--- src/rtl/step_pulse_gen.sv ---
// Single-cycle advance pulse for the display counter: a switch-selected
// auto rate, or one pulse per debounced press of the step button.
module step_pulse_gen #(
    parameter int CLK_HZ     = 50_000_000,
    parameter int DEB_CYCLES = 1_000_000
) (
    input  logic       clock,
    input  logic       clear,
    input  logic       enable,
    input  logic       mode,
    input  logic [1:0] speed,
    input  logic       step_n,
    output logic       pulse
);

    localparam int RCW = $clog2(4 * CLK_HZ);
    localparam int DCW = (DEB_CYCLES > 1) ? $clog2(DEB_CYCLES) : 1;

    localparam logic [RCW-1:0] P1_M1 = RCW'(CLK_HZ - 1);
    localparam logic [RCW-1:0] P2_M1 = RCW'(2 * CLK_HZ - 1);
    localparam logic [RCW-1:0] P4_M1 = RCW'(4 * CLK_HZ - 1);
    localparam logic [DCW-1:0] DC_LAST = DCW'(DEB_CYCLES - 1);

    logic           r_pulse;
    logic [RCW-1:0] r_rc;
    logic [1:0]     r_speed_d;
    logic           r_s1;
    logic           r_s2;
    logic           r_deb;
    logic           r_deb_d;
    logic [DCW-1:0] r_dc;

    logic [RCW-1:0] w_reload;
    logic           w_same_speed;
    logic           w_rc_zero;
    logic           w_hit;
    logic           w_press;

    always_comb begin
        w_reload = '0;
        case (speed)
            2'b00:   w_reload = '0;
            2'b01:   w_reload = P1_M1;
            2'b10:   w_reload = P2_M1;
            default: w_reload = P4_M1;
        endcase
    end

    assign w_same_speed = (speed == r_speed_d);
    assign w_rc_zero    = (r_rc == '0);
    assign w_hit        = ~mode & enable & w_rc_zero & w_same_speed;
    // Only the debounced falling edge counts; release never advances.
    assign w_press      = r_deb_d & ~r_deb;

    always_ff @(posedge clock or negedge clear) begin
        if (!clear) begin
            r_s1    <= 1'b1;
            r_s2    <= 1'b1;
            r_deb   <= 1'b1;
            r_deb_d <= 1'b1;
            r_dc    <= '0;
        end else begin
            r_s1    <= step_n;
            r_s2    <= r_s1;
            r_deb_d <= r_deb;
            if (r_s2 == r_deb) begin
                r_dc <= '0;
            end else if (r_dc == DC_LAST) begin
                r_deb <= r_s2;
                r_dc  <= '0;
            end else begin
                r_dc <= r_dc + 1'b1;
            end
        end
    end

    // A speed change or manual mode parks the counter at a full reload.
    always_ff @(posedge clock or negedge clear) begin
        if (!clear) begin
            r_rc      <= '0;
            r_speed_d <= 2'b00;
            r_pulse   <= 1'b0;
        end else begin
            r_speed_d <= speed;
            r_pulse   <= mode ? w_press : w_hit;
            if (mode || !w_same_speed) begin
                r_rc <= w_reload;
            end else if (enable && w_rc_zero) begin
                r_rc <= w_reload;
            end else if (enable) begin
                r_rc <= r_rc - 1'b1;
            end
        end
    end

    assign pulse = r_pulse;

endmodule

--- config.mk ---
export PLATFORM = sky130hd
export DESIGN_NAME = step_pulse_gen
export DESIGN_NICKNAME = d
export VERILOG_FILES = /design/src/rtl/step_pulse_gen.sv
export SDC_FILE = /design/constraint.sdc
export NUM_CORES = 1
export LEC_CHECK = 0
export CAP_MARGIN = 20
export CORE_AREA = 2 2 81 83
export DETAILED_ROUTE_END_ITERATION = 10
export DIE_AREA = 0 0 83 85
export PLACE_DENSITY = 0.68
export SYNTH_ARGS = -nofsm -noshare
export SYNTH_HDL_FRONTEND = slang
export SYNTH_SLANG_ARGS = --single-unit
--- constraint.sdc ---
create_clock -name clock -period 1.9 [get_ports clock]
set_input_delay 0.19 -clock clock [delete_from_list [all_inputs] [get_ports clock]]
set_output_delay 0.19 -clock clock [all_outputs]
set_load 0.05 [all_outputs]
==> results.json <==
{
  "status": "complete, but fails checks",
  "violations": "negative setup slack",
  "yosysTopAreaCell": "dfrtp_1",
  "wirelength_mm": 7.98,
  "dp_cells": 462,
  "final_cell_count_no_fill": 485,
  "worstReg2RegEnd": "r_rc[13]",
  "wl_per_cell_um": 16.5,
  "clockBufferDepth": 2,
  "use_met3_pct": 3.70,
  "first_iter_violations": 162,
  "fin_ws_ns": -0.118,
  "cts_buffers": 5,
  "die_x_um": 83,
  "start_util_pct": 48.8,
  "grtUsageMet1_pct": 31.1,
  "critPathBufInv": 1,
  "num_vias": 2782,
  "maxCapViolations": 0,
  "path_class": "reg -> reg",
  "crit_arrival_ns": 2.27,
  "reg2reg_slack_ns": -0.12,
  "synth_edf_count": 0,
  "netlist_instances": 324,
  "ant_nets": 0,
  "core_area_um2": 6200,
  "slowest_stage": "dfrtp_1",
  "worstMarginPinSlew_ns": 0.509,
  "ios": 8,
  "dieHeight_um": 85,
  "cp.required_ns": 2.15,
  "ys_seq_elements": 55,
  "hp-class": "in -> reg",
  "fin_crit_sh_pct": 106,
  "power_per_cell_area_nw_per_um2": 647,
  "antenna_found_initial": 0,
  "portBuffers": 7,
  "critPathLaunch": "r_rc[9]",
  "start_kind": "flip-flop",
  "synth.cell_area_um2": 3030,
  "fmax_ghz": 0.496,
  "ys_warn_count": 0,
  "path_delay_family": "simple AND/OR/NAND/NOR gates",
  "min_to": "r_s1",
  "yosysTopAreaCellShare_pct": 42.1,
  "synthArstFlopShare_pct": 100,
  "ys_top_cells_by_area": "dfrtp_1 42%, nor2_1 5.8%, dfstp_2 3.5%",
  "yosysSeqAreaShare_pct": 45.6,
  "track_usage_pct": 23.4,
  "min-delay-start": "step_n",
  "crit_chain": "nor4_4 -> nand4_4 -> nor3_4 -> buf_4 -> nor3_2 -> a311o_1 -> a21oi_1",
  "cts_tree": "done",
  "cts_htree_levels": 2,
  "hold_viol_final": 0,
  "rr_worst_depth": 7,
  "rsz0062_at_grt": "true",
  "grt_pass1_wl_mm": 13.3,
  "post-place-ws_ns": -0.234,
  "dr.pass1.iters": 6,
  "nets": 421,
  "grt_pass1_vias": 2840,
  "synth-main-ff-cell": "dfrtp_1",
  "synth_nets": 338,
  "fin_crit_ns": 2.02,
  "vias_per_cell": 5.74,
  "fin_worst_skew_ns": 0.00613,
  "synth_cell_type_count": 50,
  "numClockSinks": 55,
  "r2r_start": "r_rc[9]",
  "whs_path_depth": 1,
  "layout-drive-gt1-share_pct": 34.6,
  "route.detailed.drc": 0,
  "cp-end-kind": "flip-flop",
  "path_clk_slew_ns": 0.10,
  "p_leak_uw": 0.00176,
  "cts_root_buf": "clkbuf_8",
  "timing.slew.headroom_pct": 66.0,
  "syn_to_final_growth_pct": 37.0,
  "grt_max_degree": 56,
  "gr-usage-met2_pct": 38.8,
  "antenna_cells": 0,
  "syn_avg_cell_area_um2": 9.35,
  "crit_fanout": 3,
  "ir_drop_mv": 0.574,
  "setup_viol_count_final": 22,
  "slowest_delay_ns": 0.43,
  "insertion_delay_ns": 0.32,
  "gp_congestion": 0.924,
  "num_rows": 29,
  "busiest_layer": "met2",
  "die-area_um2": 7060,
  "drv_slew": 0,
  "detailed_place_hpwl_mm": 5.51,
  "overflow": 0
}
report_power, final:
| part | leakage (uW) | switching, uW | internal (uW) |
|---|---|---|---|
| clock | 0.0000607 | 425 | 407 |
| combinational | 0.00102 | 272 | 255 |
| sequential | 0.000685 | 84.3 | 1240 |
flip-flops by register name, indices dropped and copies added, names as in the netlist:
name / count
r_s2: 1
r_s1: 1
r_deb_d: 1
r_speed_d: 2
r_deb: 1
r_rc: 28
r_dc: 20
pulse: 1
area by class of cell:
type	instances	area (um^2)
clock inverters	3	50.0
clock buffers	5	68.8
flip-flops and latches	55	1380
multi-input cells	244	1770
repair buffers	89	742
inverters	12	45.0
well taps	77	96.3
fillers	487	2050
worst max path at each step:
stage	end	slack, ns	cells after the start
global placement	r_rc[20]	-0.13	8
CTS	r_rc[23]	-0.09	8
detailed placement	r_rc[20]	-0.23	8
floorplan	r_rc[1]	0.006	5
global route	r_rc[19]	-0.21	6
finish	r_rc[13]	-0.12	7
synthesized netlist by cell type, types with 3 or more instances:
cell and number:
xnor2_1 12, o21ai_0 18, dfstp_2 4, nor3_1 18
nand4_1 10, nor4_1 7, nor3_2 3, o211ai_1 4
and4_1 5, or3_1 4, mux2i_1 3, nand2_1 15
a21oi_1 14, nor2_1 47, and3_1 5, clkbuf_1 9
xor2_1 12, dfrtp_1 51, nand3_1 21, ha_1 7
o22ai_1 4, a31oi_1 5, inv_1 12
worst register-to-register path, delay by kind of cell (launching register included):
family	cells	cell delay (ns)
and+or+nand+nor	4	0.95
DFF	1	0.43
AOI/OAI and AO/OA	2	0.42
buffers and inverters	1	0.16
cell usage in the layout (no fill, tap or decap), types with 4 or more instances in the layout:
cell type        instances
a21oi_1                 11
nand2_1                 15
dfstp_2                  4
nor2_1                  43
nor4_1                   5
dfrtp_1                 51
ha_1                     6
o211ai_1                 4
o22ai_1                  4
clkdlybuf4s50_1          6
nand3_1                 19
o21ai_0                  6
nor3_2                   7
nor3_1                  10
buf_4                   70
inv_1                   11
xor2_1                  12
xnor2_1                 12
o21ai_1                 12
nor3_4                   5
nand4_1                 10
buf_6                    9
and3_1                   4
clkbuf_8                 5
logic make-up (layout without fill, tap and decap cells):
family	count (synthesis)	in the layout	share of synthesized area (%)
flip-flops	55	55	45.6
multiplexers	4	4	1.36
buffers and inverters	25	109	3.43
adder cells (fa/ha/maj)	7	7	2.89
AND/OR/NAND/NOR	151	151	27.5
XOR/XNOR	24	24	6.94
AO/OA/AOI/OAI	58	58	12.3
through the flow:
stage	TNS (ns)	hold WS, ns	power [uW]	util (%)	cell area, um^2
3_3_place_gp	-1.32	0.210	1760	58.8	3650
5_1_grt	-3.43	0.272	2810	66.9	4150
3_5_place_dp	-2.97	0.214	1770	58.8	3650
2_1_floorplan	0	-0.106	1530	-	3030
4_1_cts	-0.815	0.277	2650	63.2	3920
6_report	-1.33	0.281	2690	66.9	4150
layer usage:
layer  wire length, um  part of all wire, %
met1              3660                   46
met2              3950                   49
met3               278                  3.5
met5                 0                    0
met4                97                  1.2
repair_timing:
item / 4_1_cts / 5_1_grt
setup buffers: 5 / 10
endpoints found under the setup margin: 25 / 27
hold buffers: 1 / 0
pin swaps: 12 / 21
resized for setup: 26 / 41
hold endpoints to repair: 51 / 0
(Power assumes the default switching activity.)
